**src/rtl/mem_arbiter.sv**
```systemverilog
// Arbiter between instruction fetch and data memory for one single-port unified
// memory. Data wins ties, but after STARVE_LIMIT back-to-back data grants made
// while fetch was waiting, the next tie goes to fetch.
module mem_arbiter #(
  parameter int unsigned STARVE_LIMIT = 4
) (
  input  logic        clk,
  input  logic        reset,
  // fetch port
  input  logic        if_req,
  input  logic [31:0] if_addr,
  output logic [31:0] if_rdata,
  output logic        if_valid,
  // data port
  input  logic        dm_req,
  input  logic        dm_we,
  input  logic [31:0] dm_addr,
  input  logic [31:0] dm_wdata,
  input  logic [3:0]  dm_wstrb,
  output logic [31:0] dm_rdata,
  output logic        dm_valid,
  // memory port
  output logic        mem_req,
  output logic        mem_we,
  output logic [31:0] mem_addr,
  output logic [31:0] mem_wdata,
  output logic [3:0]  mem_wstrb,
  input  logic        mem_ready,
  input  logic [31:0] mem_rdata,
  // pipeline stalls
  output logic        stall_fetch,
  output logic        stall_mem
);

  typedef enum logic [1:0] {StIdle, StBusyI, StBusyD} state_e;

  localparam logic [3:0] Limit = 4'(STARVE_LIMIT);

  state_e      state_q, state_d;
  logic [3:0]  starve_cnt_q, starve_cnt_d;
  logic [31:0] addr_q, addr_d;
  logic [31:0] wdata_q, wdata_d;
  logic [3:0]  wstrb_q, wstrb_d;
  logic        we_q, we_d;
  logic        busy;
  logic        fetch_turn;

  // Fetch takes a tie only once data has starved it STARVE_LIMIT times.
  assign fetch_turn = if_req && (starve_cnt_q == Limit);

  // Next-state: grant from idle (capturing the access), release on mem_ready.
  always_comb begin
    state_d      = state_q;
    starve_cnt_d = starve_cnt_q;
    addr_d       = addr_q;
    wdata_d      = wdata_q;
    wstrb_d      = wstrb_q;
    we_d         = we_q;
    case (state_q)
      StIdle: begin
        if (dm_req && !fetch_turn) begin
          state_d = StBusyD;
          addr_d  = dm_addr;
          we_d    = dm_we;
          wstrb_d = dm_we ? dm_wstrb : 4'h0;
          wdata_d = dm_wdata;
          if (if_req && (starve_cnt_q != Limit)) begin
            starve_cnt_d = starve_cnt_q + 4'd1;
          end
        end else if (if_req) begin
          state_d      = StBusyI;
          addr_d       = if_addr;
          we_d         = 1'b0;
          wstrb_d      = 4'h0;
          wdata_d      = 32'h0;
          starve_cnt_d = 4'd0;
        end
      end
      StBusyI, StBusyD: begin
        if (mem_ready) begin
          state_d = StIdle;
        end
      end
      default: state_d = StIdle;
    endcase
  end

  // State and captured access; reset abandons any access in flight.
  always_ff @(posedge clk or negedge reset) begin
    if (!reset) begin
      state_q      <= StIdle;
      starve_cnt_q <= 4'd0;
      addr_q       <= 32'h0;
      wdata_q      <= 32'h0;
      wstrb_q      <= 4'h0;
      we_q         <= 1'b0;
    end else begin
      state_q      <= state_d;
      starve_cnt_q <= starve_cnt_d;
      addr_q       <= addr_d;
      wdata_q      <= wdata_d;
      wstrb_q      <= wstrb_d;
      we_q         <= we_d;
    end
  end

  // Memory outputs come from the captured access so they stay stable while busy.
  always_comb begin
    busy      = (state_q != StIdle);
    mem_req   = busy;
    mem_we    = busy ? we_q    : 1'b0;
    mem_addr  = busy ? addr_q  : 32'h0;
    mem_wdata = busy ? wdata_q : 32'h0;
    mem_wstrb = busy ? wstrb_q : 4'h0;
  end

  // Completion pulses and stalls are combinational from the current state.
  always_comb begin
    if_valid    = (state_q == StBusyI) && mem_ready;
    dm_valid    = (state_q == StBusyD) && mem_ready;
    if_rdata    = mem_rdata;
    dm_rdata    = mem_rdata;
    stall_fetch = if_req && !if_valid;
    stall_mem   = dm_req && !dm_valid;
  end

endmodule

```
**config.mk**
```make
export PLATFORM = sky130hd
export DESIGN_NAME = mem_arbiter
export DESIGN_NICKNAME = d
export VERILOG_FILES = /design/src/rtl/mem_arbiter.sv
export SDC_FILE = /design/constraint.sdc
export NUM_CORES = 1
export LEC_CHECK = 0
export CORE_UTILIZATION = 36
export DETAILED_ROUTE_END_ITERATION = 8
export PLACE_DENSITY = 0.81
export SLEW_MARGIN = 20
export SYNTH_ARGS = -nofsm -noshare
export SYNTH_HDL_FRONTEND = slang
export SYNTH_SLANG_ARGS = --single-unit
```
**constraint.sdc**
```tcl
create_clock -name clk -period 2.3 [get_ports clk]
set_input_delay 0.46 -clock clk [delete_from_list [all_inputs] [get_ports clk]]
set_output_delay 0.46 -clock clk [all_outputs]
set_load 0.03 [all_outputs]
```
==> run metrics, run 1 <==
status finished, final reports clean; post-synth net total 522; die span in y 109 um; DR WL/cell 16.8 um; register area share after synthesis roughly 46%; htree depth 3; CTS tree built; Clock Latency Late Sink 0.32 ns; reg2reg setup slack around 0.4 ns; hold_buf cts 0; Cells after Synth about 380; multiplexer share of the synthesized area 0%; Post-Synth XOR/XNOR Area 0%; most common cell after layout, fill and taps aside clkdlybuf4s50_1; Multi-input gate area 0.00157 sq mm; drt pass-1 iters 4; initial antenna violation count 0; most frequent cells in the layout 105 x clkdlybuf4s50_1, 75 x dfrtp_1, 71 x nor2b_1; Leak 2.77 nW; fraction of the mapped netlist area in adder cells ~1.5%; Setup TNS 0 ns; global-route wire length before repair 16,400 um; Ys Warns 0; Setup Crit Path Kind in2out; Die X 109 um; worst path arrival time between 1.5 and 2 ns; Final ANT Viol Nets 0; IO Pins 276; pins over their slew limit 0; vias per cell 5.02; Clock Tree Root clkbuf_16; area of the mapped netlist between 0.004 and 0.005 sq mm; FMAX 0.445 GHz; max-cap check violation count 0; register area 0.00188 sq mm; final instance area about 0.0059 sq mm; FILL cells approximately 970; All-Layer GR Usage roughly 18%; hpwl dp 7550 um; Synth cell types 27; initial drt markers approximately 220; grt ovf 0; pwr/cell area roughly 1400 mW/mm^2; synthesis-stage register bit count 75; largest net degree at the start of global routing 51; Tcrit/Tclk final 97.8%; skew final about 0.0065 ns; synth top area cells dfrtp_1 46%, buf_4 12%, nor2b_1 11%; Detailed Route WL around 11,000 um; final core utilization 53.5%; Vias 3,168; Startpoint Class primary input; Port Buffers 179; RSZ-0062 raised after global routing false; simple-gate share of the synthesized area 18.5%; worst slew pin tran about 0.4 ns; Routability Congestion 0.740; NumNets Final 630; Setup crit end kind output port; Setup Fix Bufs, Post-CTS 0; CP max FO 3; Initial Utilization between 30% and 40%; clk sink count 75; VDD IR max ~0.85 mV; vias in the first global route roughly 3,300; die area 0.0118 sq mm; post-route minimum period 2.25 ns; HP Class in2async; area of placed instances about 0.0056 sq mm; synth-to-layout area growth 43.2%; Synth top area share 45.9%; drt drc 0; largest family of logic cells by synthesized area simple AND/OR/NAND/NOR gates; layout cells sized above 1 between 7 and 8%; CTS Buf Count 9; Avg Cell Area, Syn 10.8 sq um; area leader, netlist dfrtp_1; Slew headroom between 70% and 80%; CORE AREA 0.0109 sq mm; Critical Path RT approximately 1.8 ns; Final Hold Fails 0; Max clock buf depth 2; post-synthesis compound-gate area fraction 17.9%; Antenna diodes 0; Final setup viols 0; num rows 38; clk slew on worst S/H paths around 0.060 ns
## worst paths after layout
check / from / to / cells past startpoint
worst max-delay path: mem_ready / if_valid / 3
worst min-delay path: reset / addr_q[28] / 1
worst max register to register: starve_cnt_q[0] / addr_q[7] / 6
worst min register to register: wstrb_q[3] / wstrb_q[3] / 1
max in group asynchronous: reset / addr_q[5] / 2
min in group clk: wstrb_q[3] / wstrb_q[3] / 1
## repair_timing
item                                    CTS  global route
cloned                                    0             0
resized for setup                        66             1
endpoints found under the setup margin   66             1
hold endpoints to repair                  0             0
## state kept, by name, summed over array words and instances (netlist names)
register	cells
addr_q	32
wdata_q	32
starve_cnt_q	4
wstrb_q	4
state_q	2
we_q	1
## per-layer routing
| layer | track usage (%) | vias up | routed length, um | part of all wire (%) |
|---|---|---|---|---|
| met2 | 31.3 | 164 | 5270 | 50 |
| met5 | 0 | - | 0 | 0 |
| met1 | 21.0 | 1494 | 4200 | 40 |
| met4 | 8.01 | 0 | 212 | 2.0 |
| met3 | 4.40 | 36 | 942 | 8.9 |
| li1 | - | 1474 | - | - |
## worst max-delay path: stages
cell,delay (ns)
clkdlybuf4s50_1,0.51
and2_1,0.15
clkdlybuf4s50_1,0.67
## cell type report
type | count | share of cell area, %
flip-flops and latches | 75 | 32.1
repair buffers | 188 | 31.6
multi-input cells | 207 | 26.8
clock buffers | 10 | 4.08
well taps | 140 | 2.99
clock inverters | 5 | 2.14
inverters | 6 | 0.385
## kinds of logic after synthesis
logic type | count (synthesis)
adders and majority gates | 5
and+or+nand+nor | 121
buffers and inverters | 97
DFF | 75
AOI/OAI and AO/OA | 81
## power breakdown
group / total (mW) / internal (mW) / switching [mW]
Sequential: 2.30 / 1.96 / 0.334
Combinational: 4.34 / 1.86 / 2.48
Clock: 1.71 / 1.19 / 0.519
Total: 8.35 / 5.01 / 3.33
## synth_stat cells
cell type  number
a2111oi_0       1
a21o_1          1
a21oi_1         2
a221o_1        32
a22o_1         34
a32o_1          4
and2_1         34
buf_2           5
buf_4          68
buf_6           5
clkbuf_1       13
dfrtp_1        75
ha_1            5
inv_1           6
nand2_1         4
nand2b_1        5
nand3_1         3
nand3b_1        1
nand3b_4        1
nand4_1         1
nor2_1          1
nor2b_1        71
o211a_1         1
o21a_1          1
o21ai_0         3
o22ai_1         1
o2bb2ai_1       1
## metrics by stage
step / instances / power, mW / setup WS (ns) / hold slack (ns)
after floorplan: 379 / 5.41 / 0.429 / 0.164
final: 631 / 8.35 / 0.0507 / 0.0393
after global routing: 631 / 8.86 / 0.00605 / 0.0526
after global placement: 616 / 6.91 / 0.0476 / 0.389
after detailed placement: 616 / 7.03 / 0.0403 / 0.392
after CTS: 631 / 8.45 / 0.0403 / 0.0433
No activity file was read; power rests on OpenSTA's default activity.
==> run 2: changes to the inputs <==
--- a/config.mk
+++ b/config.mk
@@ -7,2 +7,3 @@
 export LEC_CHECK = 0
+export CORE_ASPECT_RATIO = 1.5
 export CORE_UTILIZATION = 36
==> constraint.sdc (replaced) <==
create_clock -name clk -period 2.3 [get_ports clk]
set_input_delay 0.345 -clock clk [delete_from_list [all_inputs] [get_ports clk]]
set_output_delay 0.345 -clock clk [all_outputs]
set_load 0.03 [all_outputs]
==> run 2 against run 1 <==
  * Clock-buffer cell count shrank 1
  * Power shrank 1.5%
  * Non-clock buffer count grew 3
  * Critical path depth grew 2
  * Cell count grew 1.7%
  * Core utilization shrank 0.89 points
  * Sequential power is essentially flat
  * Fmax grew 3.2%
  * Worst hold slack gained 0.11 ns
  * Via count grew 1.8%
==> run metrics, run 2 (same netlist as run 1, synthesis figures left out) <==
Max clock buf depth 2; Setup Fix Bufs, Post-CTS 0; CP max FO 23; pwr/cell area 1410 mW/mm^2; post_cts resized between 60 and 70; Clock Tree Root clkbuf_16; Startpoint Class register; num rows 47; Final setup viols 0; status finished, final reports clean; CTS Buf Count 9; Setup TNS 0 ns; Setup Crit Path Kind reg2out; Routability Congestion between 0.7 and 0.8; Final Hold Fails 0; layout cells sized above 1 7.47%; biggest regs addr_q (32), wdata_q (32); Clock Latency Late Sink about 0.33 ns; VDD IR max 0.598 mV; Critical Path RT 1.96 ns; All-Layer GR Usage 18.8%; htree depth 3; worst slew pin tran ~0.96 ns; Worst R2R Start state_q[0]; max-cap check violation count 0; die area 0.0118 sq mm; most common cell after layout, fill and taps aside clkdlybuf4s50_1; Setup crit start state_q[0]; initial antenna violation count 0; global-route wire length before repair 16,600 um; clk slew on worst S/H paths ~0.06 ns; Setup crit end kind output port; Leak roughly 2.8 nW; Vias 3,224; NumNets Final 633; largest net degree at the start of global routing 76; most frequent cells in the layout 106 x clkdlybuf4s50_1, 75 x dfrtp_1, 71 x nor2b_1; vias per cell 5.02; Slew headroom a little over a third; synth-to-layout area growth 42.3%; drt drc 0; hold_buf cts 0; Port Buffers roughly 180; Antenna diodes 0; skew final 0.00971 ns; DR WL/cell around 17 um; FMAX roughly 0.46 GHz; HP Class in2async; hpwl dp around 8300 um; pins over their slew limit 0; final hold slack 0.148 ns; drt pass-1 iters 4; IO Pins 276; Final ANT Viol Nets 0; vias in the first global route between 3,000 and 4,000; clk sink count 75; CORE AREA 0.0111 sq mm; Tcrit/Tclk final 94.7%; worst path arrival time 1.83 ns; initial drt markers 76; Die X 89.0 um; CTS tree built; die span in y between 100 and 150 um; Detailed Route WL 11,200 um; RSZ-0062 raised after global routing false; Initial Utilization between 30% and 40%; post-route minimum period 2.18 ns; grt ovf 0
run 2: critical path, stage by stage, from the launching register on:
cell	delay [ns]
dfrtp_1	0.39
inv_1	0.12
ha_2	0.25
buf_4	0.28
nor2b_1	0.09
dlygate4sd2_1	0.36
run 2: metrics by stage:
step                power (mW)  cells  util, %  instance area, sq um  setup slack, ns
finish                    8.22    642     52.7                  5820            0.121
global route              8.69    642     52.7                  5820           0.0291
CTS                       8.32    642     52.6                  5820           0.0165
detailed placement        6.98    626     50.2                  5550           0.0974
global placement          6.84    626     50.2                  5550            0.138
floorplan                 5.41    379        -                  4090            0.544
run 2: layer usage:
layer  vias up  track usage, %  part of all wire [%]
li1       1481               -                     -
met1      1542            18.1                    35
met2       130            33.7                    52
met3        71            4.43                   7.0
met4         0            13.8                   6.3
met5         -               0                     0
run 2: power by group:
| group | leakage, nW | total (mW) | switching [mW] | internal, mW |
|---|---|---|---|---|
| registers | 0.945 | 2.31 | 0.345 | 1.96 |
| logic | 1.64 | 4.29 | 2.47 | 1.82 |
| clock network | 0.167 | 1.63 | 0.558 | 1.07 |
| total | 2.75 | 8.22 | 3.38 | 4.85 |
run 2: layout make-up:
class | instances | area (sq um)
timing repair buffer | 191 | 1820
inverter | 6 | 22.5
fill | 1025 | 5230
sequential | 75 | 1880
multi-input combinational | 207 | 1570
clock buffer | 9 | 225
tap | 147 | 184
clock inverter | 7 | 124
run 2: path summary, 6_finish.rpt:
kind | endpoint | slack (ns) | cells past startpoint
setup / recovery | mem_wdata[10] | 0.12 | 5
setup reg to reg | wstrb_q[3] | 0.37 | 6
max in group asynchronous | starve_cnt_q[3] | 1.54 | 1
hold reg to reg | wstrb_q[1] | 0.49 | 1
min in group clk | wstrb_q[1] | 0.49 | 1
hold / removal | addr_q[16] | 0.15 | 1
==> run 3: changes to the inputs <==
Settings changed: ABC_AREA set to 1, CORE_UTILIZATION 36 to 37, TNS_END_PERCENT set to 20.
==> run 3 against run 2 <==
  * Global-route usage up 1.1 points
  * Critical path depth down 1
  * Clock skew down 0.0017 ns
  * Clock-buffer cell count up 5
  * Area after synthesis up 7.7%
  * Highest routed layer unchanged
  * Power down 4.0%
  * Worst hold slack better by 0.33 ns
  * Largest power group unchanged
  * Combinational power down 2%
  * Cell area up 5.3%
  * Sequential cell count unchanged
  * Die area up 4.7%
==> run metrics, run 3 <==
status finished, final reports clean; Final setup viols 0; biggest regs addr_q (32), wdata_q (32); largest family of logic cells by synthesized area simple AND/OR/NAND/NOR gates; Clock Tree Root clkbuf_16; Setup TNS 0 ns; CTS Buf Count 9; Cells after Synth 596; worst slew pin tran between 0.7 and 0.8 ns; Antenna diodes 0; Setup Fix Bufs, Post-CTS 0; CTS tree built; Bufs and invs on worst path 2; Slew headroom 50.0%; crit-path leading delay family buffers and inverters; Max clock buf depth 2; global-route wire length before repair slightly below 20,000 um; post-synthesis compound-gate area fraction 4.20%; Synth Flop Type dfrtp_1; pwr/cell area 1290 mW/mm^2; Port Buffers 179; Vias approximately 4,100; Die X 91.1 um; Top Metal Used met4; max-cap check violation count 0; NumNets Final 840; Detailed Route WL 12,100 um; WL met2 6240 um; post-synth net total 739; area of the mapped netlist between 0.004 and 0.005 sq mm; CORE AREA about 0.012 sq mm; met3 routed WL 642 um; hpwl dp 8420 um; largest net degree at the start of global routing 70; die span in y 136 um; drt pass-1 iters 4; synth top area cells dfrtp_1 43%, buf_4 11%, nand2_1 9.2%; worst stage delay on the critical path 0.71 ns; register area share after synthesis between 40% and 50%; die area 0.0124 sq mm; simple-gate share of the synthesized area between 20 and 30%; Startpoint Class register; Post-Synth XOR/XNOR Area 0%; fraction of the mapped netlist area in adder cells 1.42%; Setup crit end kind output port; IO Pins between 200 and 300; Final Hold Fails 0; Routability Congestion 0.814; vias in the first global route 4,087; post-route minimum period around 2.2 ns; Critical Path RT just under 2 ns; Post-Route M1 WL 4620 um; crit-path cells inv_1, ha_4, nor2_1, clkdlybuf4s50_1; Tcrit/Tclk final 95.7%; initial antenna violation count 0; RSZ-0062 raised after global routing false; area leader, netlist dfrtp_1; layout cells sized above 1 4.99%; number of synthesized flops with an enable pin 0; Setup Crit Path Kind reg2out; placed insts 835; skew final 0.00800 ns; Synth cell types 17; leading cell types by count after synthesis 108 x nand2_1, 91 x inv_1, 75 x dfrtp_1, 75 x nor2_1, 66 x nand3_1; clk sink count 75; Clock Latency Late Sink 0.33 ns; HP Class reg2reg; Leak 3.20 nW; Avg Cell Area, Syn 7.39 sq um; All-Layer GR Usage roughly a fifth; CP max FO 7; ys async rst share between 90% and 100%; synthesis-stage register bit count 75; worst path arrival time 1.86 ns; most frequent cell after synthesis nand2_1; Final ANT Viol Nets 0; vias per cell 4.82; num rows 48; grt ovf 0; Initial Utilization 38.2%; clk slew on worst S/H paths 0.06 ns; VDD IR max between 1 and 1.5 mV; most frequent cells in the layout 107 x nand2_1, 107 x clkdlybuf4s50_1, 91 x inv_1; Synth top area share 42.6%; synth-to-layout area growth 39.2%; final non-filler cell total 851; slowest CP cell clkdlybuf4s50_1; multiplexer share of the synthesized area 0%; initial drt markers 180; final core utilization ~53%; drt drc 0; htree depth 3; pins over their slew limit 0; FMAX 0.455 GHz; Ys Warns 0; DR WL/cell 14.2 um
run 3: worst paths after layout:
| check | startpoint | end | slack (ns) | cells after the start |
|---|---|---|---|---|
| hold reg to reg | wdata_q[24] | wdata_q[24] | 0.48 | 2 |
| max in group asynchronous | reset | addr_q[18] | 1.20 | 3 |
| min in group asynchronous | reset | wdata_q[20] | 0.49 | 2 |
| hold / removal | wdata_q[24] | wdata_q[24] | 0.48 | 2 |
| setup / recovery | state_q[0] | mem_addr[20] | 0.1 | 4 |
| setup reg to reg | state_q[0] | addr_q[30] | 0.41 | 8 |
run 3: metrics by stage:
stage	setup slack [ns]	instance area, sq um	power [mW]	hold slack (ns)
detailed placement	0.123	5890	6.81	0.320
finish	0.100	6130	7.89	0.478
global route	0.0231	6130	8.46	0.502
CTS	0.0697	6130	7.98	0.480
floorplan	0.513	4400	5.23	0.0494
global placement	0.118	5890	6.75	0.309
run 3: cell families after synthesis:
family	after synthesis
fa+ha+maj	5
flops	75
buf+inv	196
compound gates	31
simple gates	289
run 3: per-layer routing:
| metal | GRT usage [%] | up-vias |
|---|---|---|
| met5 | 0 | - |
| met4 | 13.6 | 0 |
| met3 | 3.42 | 57 |
| met2 | 35.6 | 155 |
| met1 | 21.5 | 1884 |
| li1 | - | 2007 |
run 3: worst min-delay path: cells and delay by family (launching register included):
kind             cells  cell delay, ns
flip-flops           1            0.34
AND/OR/NAND/NOR      2            0.11
run 3: area by class of cell:
class,instances,area [sq um]
inverters,93,349
clock inverters,1,30.0
flip-flops and latches,75,1880
multi-input cells,325,1530
fillers,1130,5400
well taps,150,188
repair buffers,193,1870
clock buffers,14,284
run 3: where the power goes:
group | internal (mW) | switching (mW) | leakage (nW) | total, mW
clock | 0.954 | 0.531 | 0.155 | 1.49
combinational | 1.46 | 2.75 | 2.10 | 4.20
sequential | 1.93 | 0.276 | 0.948 | 2.20
total | 4.34 | 3.56 | 3.20 | 7.89
run 3: what timing repair did:
action                                  in CTS  in global routing
endpoints found under the setup margin      69                  0
hold endpoints to repair                    31                  0
resized for setup                           69                  0
hold buffers                                 1                  0
